File: src/rtl/podium_motion_sequencer.sv
// podium_motion_sequencer
// Owns the podium overlay anchor (xpos, ypos) and walks it toward a commanded
// target a fixed number of pixels per frame. Position only changes right after
// the vertical-blanking frame tick, so the renderer never sees a torn podium.
//
// Optional build macro: PODIUM_SEQ_CLAMP_EN
//   defined   -> accepted targets are clamped to [X_MIN,X_MAX] x [Y_MIN,Y_MAX]
//   undefined -> accepted targets are latched raw
module podium_motion_sequencer #(
  parameter int RESET_X         = 250,
  parameter int RESET_Y         = 215,
  parameter int FRAME_TICK_LINE = 516,
  parameter int X_MIN           = 174,
  parameter int X_MAX           = 753,
  parameter int Y_MIN           = 45,
  parameter int Y_MAX           = 474
) (
  input  logic       clk,
  input  logic       rst,
  input  logic [9:0] hCount,
  input  logic [9:0] vCount,
  input  logic       cmd_valid,
  output logic       cmd_ready,
  input  logic [9:0] cmd_x,
  input  logic [9:0] cmd_y,
  input  logic [3:0] cmd_step,
  input  logic       abort,
  output logic [9:0] xpos,
  output logic [9:0] ypos,
  output logic       busy,
  output logic       done,
  output logic       frame_tick
);

  localparam logic [9:0] RST_X     = 10'(RESET_X);
  localparam logic [9:0] RST_Y     = 10'(RESET_Y);
  localparam logic [9:0] TICK_LINE = 10'(FRAME_TICK_LINE);
  localparam logic [9:0] X_LO      = 10'(X_MIN);
  localparam logic [9:0] X_HI      = 10'(X_MAX);
  localparam logic [9:0] Y_LO      = 10'(Y_MIN);
  localparam logic [9:0] Y_HI      = 10'(Y_MAX);

`ifdef PODIUM_SEQ_CLAMP_EN
  localparam bit CLAMP_EN = 1'b1;
`else
  localparam bit CLAMP_EN = 1'b0;
`endif

  typedef enum logic [1:0] {
    S_IDLE   = 2'd0,
    S_ARMED  = 2'd1,
    S_MOVING = 2'd2
  } state_t;

  // Saturate a coordinate into [lo, hi].
  function automatic logic [9:0] clamp10(input logic [9:0] v,
                                         input logic [9:0] lo,
                                         input logic [9:0] hi);
    logic [9:0] r;
    r = v;
    if (v < lo) r = lo;
    else if (v > hi) r = hi;
    return r;
  endfunction

  // One frame's worth of motion on a single axis: move by the step but land
  // exactly on the target when it is within reach. A step of 0 means jump.
  // The 11-bit signed difference keeps the full +/-1023 range, so the result
  // can neither overshoot nor wrap through 0/1023.
  function automatic logic [9:0] approach(input logic [9:0] cur,
                                          input logic [9:0] tgt,
                                          input logic [3:0] step);
    logic signed [10:0] diff;
    logic        [10:0] mag;
    logic        [9:0]  r;
    diff = $signed({1'b0, tgt}) - $signed({1'b0, cur});
    mag  = diff[10] ? 11'(-diff) : 11'(diff);
    if ((step == 4'd0) || (mag <= {7'd0, step})) r = tgt;
    else if (diff[10]) r = cur - {6'd0, step};
    else r = cur + {6'd0, step};
    return r;
  endfunction

  state_t     state_q;
  logic [9:0] x_q, y_q;
  logic [9:0] tgt_x_q, tgt_y_q;
  logic [3:0] step_q;
  logic       cmd_ready_q, busy_q, done_q;
  logic       tick_cond_q, frame_tick_q;

  logic       tick_cond_d;
  logic [9:0] tgt_x_d, tgt_y_d;
  logic [9:0] next_x_d, next_y_d;
  logic       arrived_d;

  // hCount may sit at 0 for several clocks, so only the first cycle of the
  // blanking-line condition produces a tick.
  assign tick_cond_d = (hCount == 10'd0) && (vCount == TICK_LINE);

  // Target as it will be latched on acceptance (optionally clamped).
  assign tgt_x_d = CLAMP_EN ? clamp10(cmd_x, X_LO, X_HI) : cmd_x;
  assign tgt_y_d = CLAMP_EN ? clamp10(cmd_y, Y_LO, Y_HI) : cmd_y;

  // Candidate position for the next frame update and whether it finishes the move.
  assign next_x_d  = approach(x_q, tgt_x_q, step_q);
  assign next_y_d  = approach(y_q, tgt_y_q, step_q);
  assign arrived_d = (next_x_d == tgt_x_q) && (next_y_d == tgt_y_q);

  // Register the tick condition and emit a single-cycle pulse on its rising edge.
  always_ff @(posedge clk or posedge rst) begin
    if (rst) begin
      tick_cond_q  <= 1'b0;
      frame_tick_q <= 1'b0;
    end else begin
      tick_cond_q  <= tick_cond_d;
      frame_tick_q <= tick_cond_d & ~tick_cond_q;
    end
  end

  // Move sequencer: accept a command, then update position on frame ticks
  // until the target is reached or the move is aborted.
  always_ff @(posedge clk or posedge rst) begin
    if (rst) begin
      state_q     <= S_IDLE;
      x_q         <= RST_X;
      y_q         <= RST_Y;
      tgt_x_q     <= 10'd0;
      tgt_y_q     <= 10'd0;
      step_q      <= 4'd0;
      cmd_ready_q <= 1'b1;
      busy_q      <= 1'b0;
      done_q      <= 1'b0;
    end else begin
      done_q <= 1'b0;
      unique case (state_q)
        S_IDLE: begin
          // abort has no meaning here; a command offered alongside it is taken.
          if (cmd_valid) begin
            tgt_x_q     <= tgt_x_d;
            tgt_y_q     <= tgt_y_d;
            step_q      <= cmd_step;
            state_q     <= S_ARMED;
            cmd_ready_q <= 1'b0;
            busy_q      <= 1'b1;
          end
        end
        S_ARMED, S_MOVING: begin
          if (abort) begin
            // Abort beats a coincident tick: position stays frozen, no done.
            state_q     <= S_IDLE;
            cmd_ready_q <= 1'b1;
            busy_q      <= 1'b0;
          end else if (frame_tick_q) begin
            x_q <= next_x_d;
            y_q <= next_y_d;
            if (arrived_d) begin
              state_q     <= S_IDLE;
              cmd_ready_q <= 1'b1;
              busy_q      <= 1'b0;
              done_q      <= 1'b1;
            end else begin
              state_q <= S_MOVING;
            end
          end
        end
        default: begin
          state_q     <= S_IDLE;
          cmd_ready_q <= 1'b1;
          busy_q      <= 1'b0;
        end
      endcase
    end
  end

  assign cmd_ready  = cmd_ready_q;
  assign busy       = busy_q;
  assign done       = done_q;
  assign frame_tick = frame_tick_q;
  assign xpos       = x_q;
  assign ypos       = y_q;

endmodule

File: config.mk
export PLATFORM = sky130hd
export DESIGN_NAME = podium_motion_sequencer
export DESIGN_NICKNAME = d
export VERILOG_FILES = /design/src/rtl/podium_motion_sequencer.sv
export SDC_FILE = /design/constraint.sdc
export NUM_CORES = 1
export LEC_CHECK = 0
export BUFFER_PORTS_ARGS = -buffer_cell sky130_fd_sc_hd__buf_4
export CAP_MARGIN = 20
export CORE_ASPECT_RATIO = 0.75
export CORE_MARGIN = 2
export CORE_UTILIZATION = 42
export CTS_CLUSTER_SIZE = 14
export DETAILED_ROUTE_END_ITERATION = 7
export PLACE_DENSITY = 0.59
export RECOVER_POWER = 25
export SLEW_MARGIN = 20
export SYNTH_ARGS = -nofsm -noshare
export SYNTH_HDL_FRONTEND = slang
export SYNTH_SLANG_ARGS = --single-unit
File: constraint.sdc
create_clock -name clk -period 5.5 [get_ports clk]
set_input_delay 1.1 -clock clk [delete_from_list [all_inputs] [get_ports clk]]
set_output_delay 1.1 -clock clk [all_outputs]
set_load 0.02 [all_outputs]
# --- Word-level counts from Yosys, hierarchy flattened ---
# Cells that the tools add are included.
word_totals:
  register_bits: 51
  latchBits: 0
  ramBits: 0
  mem_bits_ro: 0
  in_bits: 48
  wordCells: 69
  memories: 0
classes:
  addsub: 8
  multipliers: 0
  n_div: 0
  order_cmp: 2
  eq_ne: 8
  shifts: 0
  n_mux: 25
  n_bitwise: 3
  n_reduce_logical: 12
op_table:
  columns: ["operator", "n"]
  rows:
  - ["2-to-1 mux 10 bit", 4]
  - ["less-or-equal comparator 11 x 4 -> 1 bit", 2]
  - ["2-to-1 mux 11 bit", 2]
  - ["negation 11 bit", 2]
  - ["subtractor 10 x 10 -> 11 bit", 2]
  - ["adder 10 x 4 -> 10 bit", 2]
  - ["equality test 10 bit", 2]
  - ["subtractor 10 x 4 -> 10 bit", 2]
  - ["2-to-1 mux 1 bit", 12]
  - ["equality test 10 bit (second input constant)", 1]
  - ["logical NOT 10 bit", 1]
  - ["2-to-1 mux 2 bit", 4]
  - ["!= test 3 bit (second input constant)", 2]
  - ["AND reduction 3 bit", 2]
  - ["logical NOT 4 bit", 1]
  - ["case mux 1 bit (2 select lines)", 2]
  - ["case mux 2 bit (2 select lines)", 1]
  - ["AND reduction 2 bit", 2]
  - ["equality test 2 x 1 -> 1 bit (second input constant)", 1]
  - ["equality test 2 bit (second input constant)", 1]
  - ["logical AND 1 bit", 2]
  - ["logical NOT 2 bit", 1]
  - ["logical OR 1 bit", 2]
  - ["!= test 2 bit (second input constant)", 1]
  - ["3 further kinds", 4]

# --- Depth between registers and ports, before layout ---
# Gate-level depths: netlist of run 1.
depth:
  ltp_word: 12
  depth_mapped: 23
  mapped_depth_nobuf: 22

# --- Worst setup path after synthesis of run 1 ---
# Ideal clock, no wire load.
synth_path:
  path_type: "register to register"
  startpoint: "register x_q[1] (netlist: xpos[1])"
  endpoint: "register cmd_ready_q (netlist: cmd_ready)"
  setup_time_ns: 0.075
  t_arrival_ns: 4.866
  required_time_ns: 5.425
  slack_ns: 0.559
  path_stages_with_launch: 21
  n_path_buf: 1
  path_cell_list: "dfstp_2 inv_1 fa_1 a21o_1 and4_1 o21ai_1 a31oi_2 clkbuf_1 nor2_1 a21o_1 inv_1 ha_1 nor2b_1 o31a_1 or4b_2 o211ai_1 nand4_1 nor4b_1 nor2_1 a211o_1 o211ai_2"
synth_between:
  elab_chain_cells: 10
  word_cells_on_any_way: 13
  classes_between: "4 x add/sub; 1 x order compare; 2 x eq/ne; 3 x mux; 3 x reduce/logical"
synth_rtl:
  columns: ["element", "line", "text"]
  rows:
  - ["start: declaration", "85", "logic [9:0] x_q, y_q;"]
  - ["start signal: assignment", "154", "x_q <= next_x_d;"]
  - ["subtractor 10 x 10 -> 11 bit", "76", "diff = $signed({1'b0, tgt}) - $signed({1'b0, cur});"]
  - ["negation 11 bit", "77", "mag = diff[10] ? 11'(-diff) : 11'(diff);"]
  - ["2-to-1 mux 11 bit", "77", null]
  - ["less-or-equal comparator 11 x 4 -> 1 bit", "78", "if ((step == 4'd0) || (mag <= {7'd0, step})) r = tgt;"]
  - ["logical OR 1 bit", "78", null]
  - ["2-to-1 mux 10 bit (*)", "78", null]
  - ["equality test 10 bit (*)", "107", "assign arrived_d = (next_x_d == tgt_x_q) && (next_y_d == tgt_y_q);"]
  - ["logical AND 1 bit (*)", "107", null]
  - ["!= test 3 bit (no source line) (*)", null, null]
  - ["AND reduction 3 bit (no source line) (*)", null, null]
  - ["end signal: assignment", "130", "cmd_ready_q <= 1'b1;"]
  - ["end signal: assignment", "143", "cmd_ready_q <= 1'b0;"]
  - ["end signal: assignment", "151", "cmd_ready_q <= 1'b1;"]
  - ["end: declaration", "88", "logic cmd_ready_q, busy_q, done_q;"]
# Mark *: on every way between the ends. The rest lies on a longest branch, timed or not.
# A chain may end at the register's enable or synchronous reset.

# --- Final worst setup path of run 1 ---
layout_path:
  startpoint: "register y_q[0] (netlist: ypos[0])"
  endpoint: "register cmd_ready_q (netlist: cmd_ready)"
layout_between:
  elab_chain_cells: 10
  word_cells_on_any_way: 13
  classes_between: "4 x add/sub; 1 x order compare; 2 x eq/ne; 3 x mux; 3 x reduce/logical"
layout_rtl:
  columns: ["element", "line", "text"]
  rows:
  - ["start: declaration", "85", null]
  - ["start signal: assignment", "155", "y_q <= next_y_d;"]
  - ["subtractor 10 x 10 -> 11 bit", "76", null]
  - ["negation 11 bit", "77", null]
  - ["2-to-1 mux 11 bit", "77", null]
  - ["less-or-equal comparator 11 x 4 -> 1 bit", "78", null]
  - ["logical OR 1 bit", "78", null]
  - ["2-to-1 mux 10 bit (*)", "78", null]
  - ["equality test 10 bit (*)", "107", null]
  - ["logical AND 1 bit (*)", "107", null]
  - ["!= test 3 bit (no source line) (*)", null, null]
  - ["AND reduction 3 bit (no source line) (*)", null, null]
# Marked as above.

==> flow_summary_export.csv, run 1 <==
group,metric,value,unit
outcome,status,"complete, but fails checks",
outcome,failed_checks,"capacitance limit, slew limit",
timing,skew,0.0113,ns
grt,grt_pass1_wl,24300,um
timing,period_share,94.3,%
timing,setup_tns,0,ns
cts,root_buffer,"clkbuf_16",
cts,insertion_delay,0.30,ns
timing,drv_slew,52,
detailed_routing,first_iter_violations,358,
grt,grt.overflow.total,0,
detailed_routing,dr.pass1.iters,5,
placed_design,io_buffers,71,
logic_synthesis,synth_area_per_cell,8.54,um2
logic_synthesis,synth.distinct_cells,76,
logic_synthesis,yosys-top-cells-area,"dfrtp_1 (17%), ha_1 (12%), dfstp_2 (6.2%)",
critical_path,critPathTopFamily,"compound AO/OA/AOI/OAI gates",
logic_synthesis,synth_most_common_cell,"ha_1",
logic_synthesis,synth_edf_count,0,
critical_path,cp.required,5.74,ns
floorplan,row_count,36,
critical_path,start_kind,"flip-flop",
logic_synthesis,synth_area_leader_cell,"dfrtp_1",
critical_path,cp_slowest_stage_delay,0.57,ns
floorplan,num_io_pins,72,
critical_path,worst-path-buf-inv,2,
finish,num_antenna_cells,0,
grt,antenna_found_initial,0,
finish,layout.nets,815,
detailed_routing,ant_nets,0,
detailed_routing,vias_per_cell,5.69,
timing,fmax,193,MHz
logic_synthesis,synth_top_cells_by_count,"ha_1 (52), nand2_1 (51), nor2_1 (51)",
logic_synthesis,ys_ff_latch,51,
logic_synthesis,syn_area,5520,um2
floorplan,core_area,12900,um2
timing,period_minus_slack,5.19,ns
timing,setup_viol,0,
grt,grt_max_degree,52,
grt,grt_pass1_vias,4716,
critical_path,cp.arrival,5.42,ns
timing,final-hold-violation-count,0,
floorplan,die_h,103,um
detailed_routing,drt-wirelength-per-cell,17.0,um
hold_path,min_path_type,"flip-flop to flip-flop",
finish,syn_to_final_growth,16.0,%
floorplan,die_w,136,um
logic_synthesis,netlist_instances,646,
critical_path,end_kind,"flip-flop",
cts,post_cts_buffers,0,
power,powerDensity,701,nW/um2
floorplan,die_area,14100,um2
floorplan,start_util,42.7,%
logic_synthesis,yosysSeqAreaShare,23.4,%
power,finalPower,4.48,mW
finish,drive_above_1_share,20.4,%
logic_synthesis,synth_warnings,0,
critical_path,cp_slowest_cell,"dfstp_2",
cts,numCtsBuffers,5,
power,leakagePower,2.76,nW
cts,cts_sinks,51,
cts,clock_path_buffers,2,
power,vdd_ir_drop_max,0.209,mV
critical_path,criticalPathCategory,"flip-flop to flip-flop",
logic_synthesis,synth-main-ff-cell,"dfrtp_1",
placed_design,place_hpwl,11800,um
logic_synthesis,synth_top_cell_area_share,17.2,%
detailed_routing,drc,0,
detailed_routing,via_count,5021,
critical_path,crit_path_max_fanout,8,
placed_design,place_congestion,0.898,
job,maxCapViolCount,1,
logic_synthesis,synth_fp_nets,750,
critical_path,crit_path_cell_trace,"ha_1, inv_1, fa_1, a211oi_2, o211ai_1, a221o_1, o21ai_1, inv_1, ha_1, nor2b_1, o31a_1, nor4_1, a311oi_1, nor4bb_1, nand4_1, nor4_4, nor3_2, a211o_1, o211ai_2",
cts,path_clk_slew,0.08,ns
logic_synthesis,synthArstFlopShare,100,%
timing,slew_headroom,-97.6,%
cts,h-tree-depth,2,
timing,worst_slew_pin_slew,2.96,ns
cts,cts_tree,"done",
grt,grt_usage,22.0,%
timing,grt_setup_unrepaired,"no",
detailed_routing,routed_wl,15000,um
-- path summary, 6_finish.rpt --
check | startpoint | end | slack [ns] | cells after the start
max in group asynchronous | rst | tgt_x_q[3] | 1.89 | 3
worst max register to register | ypos[0] | cmd_ready | 0.31 | 19
worst min-delay path | tick_cond_q | frame_tick | 0.41 | 1
worst min register to register | tick_cond_q | frame_tick | 0.41 | 1
worst max-delay path | ypos[0] | cmd_ready | 0.31 | 19
min in group asynchronous | rst | tgt_y_q[7] | 1.93 | 3
-- sequential cells by signal, summed over array words and instances, names as in the netlist --
register	count
busy	1
cmd_ready	1
done	1
frame_tick	1
state_q	2
step_q	4
tgt_x_q	10
tgt_y_q	10
tick_cond_q	1
xpos	10
ypos	10
-- worst register-to-register path, stage by stage, from the launching register on --
cell and delay, ns:
dfstp_2 0.57, ha_1 0.18, inv_1 0.06, fa_1 0.43
a211oi_2 0.28, o211ai_1 0.21, a221o_1 0.51, o21ai_1 0.26
inv_1 0.08, ha_1 0.28, nor2b_1 0.21, o31a_1 0.22
nor4_1 0.07, a311oi_1 0.25, nor4bb_1 0.34, nand4_1 0.26
nor4_4 0.43, nor3_2 0.08, a211o_1 0.28, o211ai_2 0.13
-- kinds of logic after synthesis --
logic type                 share of synthesized area, %
adders and majority gates                          13.2
muxes                                              7.69
buffers and inverters                              4.65
DFF                                                23.4
xor gates and xnor gates                           8.94
and+or+nand+nor                                    20.1
AOI/OAI and AO/OA                                  22.0
-- cell usage in the layout (no fill, tap or decap), drive strengths merged, types with 8 or more instances in the layout --
| cell type | count |
|---|---|
| nor2b | 15 |
| a21oi | 43 |
| mux2i | 12 |
| clkbuf | 8 |
| dfstp | 13 |
| inv | 44 |
| nor3 | 14 |
| xnor2 | 32 |
| mux2 | 27 |
| nor2 | 51 |
| nand2b | 11 |
| a21o | 9 |
| nor4 | 10 |
| o21a | 10 |
| nand4 | 10 |
| o21ai | 46 |
| xor2 | 13 |
| buf | 76 |
| dfrtp | 38 |
| nand3 | 12 |
| ha | 52 |
| nand2 | 51 |
-- cell type report --
type / count / area [um2]
clock buffer: 6 / 129
clock inverter: 2 / 38.8
fill: 1258 / 6530
inverter: 43 / 161
multi-input combinational: 532 / 3980
sequential: 51 / 1290
tap: 171 / 214
timing repair buffer: 78 / 582
-- repair_timing --
item / CTS / global route
resized for setup: 0 / 4
hold buffers: 0 / 0
hold endpoints to repair: 0 / 0
setup endpoints to repair: 0 / 4
-- layer usage --
metal	GRT usage (%)	wire length [um]	vias up	part of all wire [%]
li1	-	-	2489	-
met1	34.6	8020	2370	53
met2	31.9	6150	147	41
met3	2.88	727	15	4.8
met4	4.57	147	0	0.98
met5	0	0	-	0
-- per-stage QoR --
| step | hold WS, ns | area, um2 | setup slack [ns] | instances | util [%] |
|---|---|---|---|---|---|
| final | 0.407 | 6400 | 0.313 | 883 | 49.5 |
| after global routing | 0.433 | 6400 | 0.0214 | 883 | 49.5 |
| after CTS | 0.409 | 6390 | 0.169 | 883 | 49.4 |
| after detailed placement | 0.398 | 6220 | 0.175 | 875 | 48.1 |
| after global placement | 0.393 | 6220 | 0.384 | 875 | 48.1 |
| after floorplan | 0.385 | 5520 | 0.559 | 646 | - |
-- report_power, final --
| group | leakage, nW | switching (mW) | internal, mW |
|---|---|---|---|
| registers | 0.602 | 0.179 | 0.483 |
| clock network | 0.0815 | 0.158 | 0.217 |
| logic | 2.08 | 1.89 | 1.55 |
No activity file was read; power rests on OpenSTA's default activity.
==> inputs of run 2 (changes only) <==
CORE_UTILIZATION = 60   (was 42)
CTS_CLUSTER_DIAMETER = 30   (was unset)
PLACE_DENSITY = 0.8   (was 0.59)
==> run 2 against run 1 <==
  * The flow still finishes with violations (capacitance limit, slew limit)
  * Critical path depth did not move
  * Design area shrank 0.61%
  * Sequential power barely moved
  * Sequential share of layout area up 0.12 points
  * Wire length is 0.45% lower
  * Register-to-register slack got worse by 0.02 ns
  * Setup slack got worse by 0.020 ns
  * Worst hold slack got worse by 0.0019 ns
  * Critical path type unchanged
  * Largest cell class unchanged
==> flow_summary_export.csv, run 2 (same netlist as run 1, synthesis figures left out) <==
group,metric,value,unit
outcome,status,"complete, but fails checks",
outcome,failed_checks,"capacitance limit, slew limit",
timing,worst_slew_pin_slew,2.23,ns
cts,insertion_delay,0.29,ns
timing,final-hold-violation-count,0,
detailed_routing,drt-wirelength-per-cell,18.2,um
hold_path,holdPathStages,1,
power,leakagePower,2.77,nW
floorplan,start_util,61.2,%
finish,syn_to_final_growth,15.3,%
detailed_routing,vias_per_cell,6.43,
critical_path,crit_path_max_fanout,8,
cts,cts_sinks,51,
cts,numCtsBuffers,5,
floorplan,die_h,87.0,um
timing,period_share,94.7,%
placed_design,place_area,6120,um2
placed_design,place_ws,0.171,ns
timing,fin_ws,0.293,ns
timing,period_minus_slack,5.21,ns
floorplan,die_area,9980,um2
cts,h-tree-depth,2,
floorplan,num_io_pins,72,
grt,antenna_found_initial,0,
finish,final_design_area_no_fill,6360,um2
detailed_routing,via_count,5281,
floorplan,die_w,115,um
critical_path,cp_slowest_cell,"dfstp_2",
floorplan,core_area,9010,um2
critical_path,critPathTopFamily,"compound AO/OA/AOI/OAI gates",
grt,grt_pass1_vias,4924,
grt,grt_usage,30.6,%
critical_path,crit_path_cell_trace,"ha_1, inv_1, fa_1, a211oi_2, o211ai_1, a221o_2, o21ai_2, inv_1, ha_1, nor2b_1, o31a_1, nor4_1, a311oi_1, nor4bb_2, nand4_1, nor4_4, nor3_2, a21oi_1, o41ai_2",
grt,grt_max_degree,52,
finish,final_cell_mix,"buf_4 (73), ha_1 (52), nor2_1 (51)",
critical_path,criticalPathCategory,"flip-flop to flip-flop",
critical_path,r2r_cells,19,
finish,multi_input_area,4030,um2
timing,slew_headroom,-49.7,%
cts,hold_buffers,0,
critical_path,cp.arrival,5.37,ns
placed_design,place_hpwl,11400,um
floorplan,row_count,30,
critical_path,worst-path-buf-inv,2,
critical_path,cp.depth,19,
detailed_routing,drc,0,
finish,drive_above_1_share,21.6,%
placed_design,io_buffers,71,
cts,root_buffer,"clkbuf_16",
finish,layout.nets,812,
critical_path,cp.required,5.67,ns
detailed_routing,ant_nets,0,
cts,cts_tree,"done",
placed_design,place_congestion,0.931,
cts,post_cts_buffers,0,
detailed_routing,dr.pass1.iters,5,
finish,seqCellArea,1290,um2
power,vdd_ir_drop_max,0.289,mV
critical_path,end_kind,"flip-flop",
detailed_routing,first_iter_violations,501,
timing,drv_slew,52,
grt,grt.overflow.total,0,
job,maxCapViolCount,1,
timing,setup_viol,0,
cts,clock_path_buffers,2,
hold_path,min_path_type,"flip-flop to flip-flop",
timing,skew,0.00495,ns
power,finalPower,4.59,mW
finish,layout_commonest_cell,"buf_4",
grt,grt_pass1_wl,24400,um
finish,fillers,721,
power,powerDensity,721,nW/um2
cts,path_clk_slew,0.07,ns
critical_path,start_kind,"flip-flop",
finish,num_antenna_cells,0,
detailed_routing,routed_wl,15000,um
timing,holdWs,0.405,ns
critical_path,cp_slowest_stage_delay,0.56,ns
timing,fmax,192,MHz
## run 2: cell types whose count changed in the layout (fill, tap and decap cells not counted), moves of 2 or more
cell | before | now
a31oi_2 | 1 | 3
buf_4 | 76 | 73
clkbuf_1 | 2 | 0
a31oi_1 | 6 | 4
## run 2: area by class of cell
cell class                      count  share of cell area (%)
Timing Repair Buffer               75                    8.85
Multi-Input combinational cell    532                    63.3
Inverter                           43                    2.56
Clock inverter                      2                   0.551
Clock buffer                        6                    2.18
Tap cell                          112                    2.20
Sequential cell                    51                    20.3
## run 2: through the flow
stage               TNS [ns]  util, %  std cells
floorplan                  0        -        646
global placement           0     68.0        813
finish                     0     70.6        821
global route         -0.0376     70.6        821
CTS                        0     69.9        821
detailed placement         0     68.0        813
## run 2: worst paths after layout
path,from,to,slack [ns]
setup reg to reg,ypos[0],state_q[1],0.29
setup / recovery,ypos[0],state_q[1],0.29
hold / removal,tick_cond_q,frame_tick,0.40
hold reg to reg,tick_cond_q,frame_tick,0.40
min in group asynchronous,rst,tgt_y_q[7],1.41
max in group asynchronous,rst,tgt_x_q[1],3.07
## run 2: worst register-to-register path: stages, from the launching register on
cell      delay (ns)
dfstp_2         0.56
ha_1            0.18
inv_1           0.06
fa_1            0.44
a211oi_2        0.30
o211ai_1        0.22
a221o_2         0.53
o21ai_2         0.23
inv_1           0.08
ha_1            0.27
nor2b_1         0.17
o31a_1          0.24
nor4_1          0.07
a311oi_1        0.32
nor4bb_2        0.31
nand4_1         0.23
nor4_4          0.40
nor3_2          0.08
a21oi_1         0.25
o41ai_2         0.13
## run 2: metal layers
layer | wire length, um | track usage, %
met3 | 1380 | 5.29
met5 | 0 | 0
met4 | 241 | 5.91
met1 | 6810 | 45.6
met2 | 6550 | 47.0
## run 2: timing repair
action                                  4_1_cts  5_1_grt
endpoints found under the hold margin         0        0
resized for setup                             0       13
endpoints found under the setup margin        0        4
## run 2: power by group
part / switching, mW / leakage (nW) / total [mW] / internal, mW
sequential: 0.179 / 0.602 / 0.662 / 0.483
combinational: 1.99 / 2.08 / 3.56 / 1.57
clock: 0.139 / 0.0868 / 0.365 / 0.226
total: 2.31 / 2.77 / 4.59 / 2.28
==> inputs of run 3 (changes only) <==
BUFFER_PORTS_ARGS = unset   (was -buffer_cell sky130_fd_sc_hd__buf_4)
DONT_BUFFER_PORTS = 1   (was unset)
PLACE_DENSITY = 0.74   (was 0.8)
==> run 3 against run 2 <==
  * Largest cell class unchanged
  * Non-clock buffer count decreased by 66
  * Clock power decreased by 11%
  * Via count decreased by 5.9%
  * Wire length decreased by 1.5%
  * Largest power group unchanged
  * Critical endpoint is now cmd_ready
  * Worst hold slack improved by 0.016 ns
  * The run still ends with capacitance limit, slew limit left
  * First-iteration DRC count decreased by 29%
  * Highest routed layer unchanged
  * Sequential power increased by 3%
  * Clock skew increased by 0.0041 ns
  * Design area decreased by 8.4%
==> flow_summary_export.csv, run 3 (same netlist as run 1, synthesis figures left out) <==
group,metric,value,unit
outcome,status,"complete, but fails checks",
outcome,failed_checks,"capacitance limit, slew limit",
timing,final-hold-violation-count,0,
power,powerDensity,770,nW/um2
critical_path,end_kind,"flip-flop",
detailed_routing,drc,0,
floorplan,core_area,9010,um2
hold_path,min_path_type,"flip-flop to flip-flop",
floorplan,die_area,9980,um2
cts,cts_sinks,51,
detailed_routing,vias_per_cell,6.56,
grt,antenna_found_initial,2,
cts,cts_tree,"done",
cts,insertion_delay,0.30,ns
finish,final_core_utilization,64.7,%
timing,slew_headroom,-87.2,%
grt,grt_pass1_wl,23400,um
floorplan,num_io_pins,72,
finish,layout.nets,746,
timing,worst_slew_pin_slew,2.81,ns
floorplan,start_util,61.2,%
timing,drv_slew,52,
timing,skew,0.00903,ns
critical_path,cp.arrival,5.51,ns
power,finalPower,4.49,mW
placed_design,io_buffers,0,
finish,drive_above_1_share,12.6,%
floorplan,die_w,115,um
placed_design,place_congestion,0.946,
power,leakagePower,2.41,nW
detailed_routing,drt-wirelength-per-cell,19.5,um
finish,layout_commonest_cell,"ha_1",
finish,syn_to_final_growth,5.63,%
detailed_routing,dr.pass1.iters,4,
critical_path,start_kind,"flip-flop",
cts,numCtsBuffers,5,
grt,grt_pass1_vias,4645,
timing,setup_viol,0,
floorplan,die_h,87.0,um
detailed_routing,via_count,4969,
critical_path,crit_path_max_fanout,5,
timing,holdWs,0.421,ns
critical_path,cp.required,5.73,ns
timing,fmax,189,MHz
finish,final_cell_mix,"ha_1 (52), nor2_1 (51), nand2_1 (51)",
floorplan,row_count,30,
detailed_routing,routed_wl,14800,um
grt,grt.overflow.total,0,
timing,period_minus_slack,5.28,ns
timing,period_share,96.1,%
cts,root_buffer,"clkbuf_16",
cts,clock_path_buffers,2,
grt,grt_usage,30.1,%
job,maxCapViolCount,1,
detailed_routing,ant_nets,0,
critical_path,criticalPathCategory,"flip-flop to flip-flop",
detailed_routing,first_iter_violations,358,
grt,grt_max_degree,52,
finish,final_design_area_no_fill,5830,um2
timing,setup_tns,0,ns
power,vdd_ir_drop_max,0.368,mV
placed_design,place_hpwl,11100,um
timing,grt_setup_unrepaired,"no",
cts,path_clk_slew,0.07,ns
cts,h-tree-depth,2,
placed_design,place_area,5610,um2
## run 3: path summary, 6_finish.rpt
kind,cells after the start,start,endpoint,slack (ns)
max,19,ypos[0],cmd_ready,0.22
min in group asynchronous,2,rst,tgt_y_q[7],1.75
min,1,tick_cond_q,frame_tick,0.42
max in group asynchronous,2,rst,tgt_y_q[1],2.17
max reg2reg,19,ypos[0],cmd_ready,0.22
min reg2reg,1,tick_cond_q,frame_tick,0.42
## run 3: repair_timing
item / in CTS / in global routing
pin swaps: 0 / 1
gates resized for setup: 1 / 9
gates cloned: 0 / 0
setup buffers: 0 / 2
hold buffers: 0 / 0
endpoints found under the setup margin: 1 / 4
## run 3: power by group
group | switching, mW | internal, mW | leakage, nW | total (mW)
Sequential | 0.196 | 0.483 | 0.602 | 0.679
Combinational | 1.94 | 1.54 | 1.74 | 3.48
Clock | 0.153 | 0.171 | 0.0675 | 0.324
Total | 2.29 | 2.19 | 2.41 | 4.49
## run 3: area by class of cell
type | count | area, um2
diodes | 2 | 5.00
clock buffers | 6 | 129
clock inverters | 2 | 16.3
fillers | 765 | 3180
inverters | 43 | 161
multi-input cells | 532 | 4020
flip-flops and latches | 51 | 1290
well taps | 112 | 140
repair buffers | 9 | 63.8
## run 3: per-stage QoR
stage	worst slack (ns)	instances
global placement	0.309	745
floorplan	0.559	646
finish	0.215	757
detailed placement	0.0184	745
global route	0.0175	756
CTS	0.0993	753
## run 3: layer usage
metal	up-vias	part of all wire [%]	global-route usage, %
met2	211	43	44.4
met1	2394	48	45.4
met5	-	0	0
li1	2349	-	-
met3	15	8.4	6.47
met4	0	0.81	6.24
## run 3: critical path, stage by stage (launching register included)
cell and delay (ns):
dfstp_2 0.63, ha_1 0.22, inv_1 0.06, fa_1 0.46
a211oi_4 0.30, o211ai_1 0.22, a221o_1 0.47, nand2_1 0.12
o21ai_2 0.07, fa_1 0.43, nor2b_1 0.11, o21ai_0 0.12
a21boi_1 0.30, o21ai_0 0.18, a21oi_1 0.29, xor3_1 0.31
nor4_4 0.38, nor3_2 0.09, a211o_1 0.29, o211ai_2 0.14
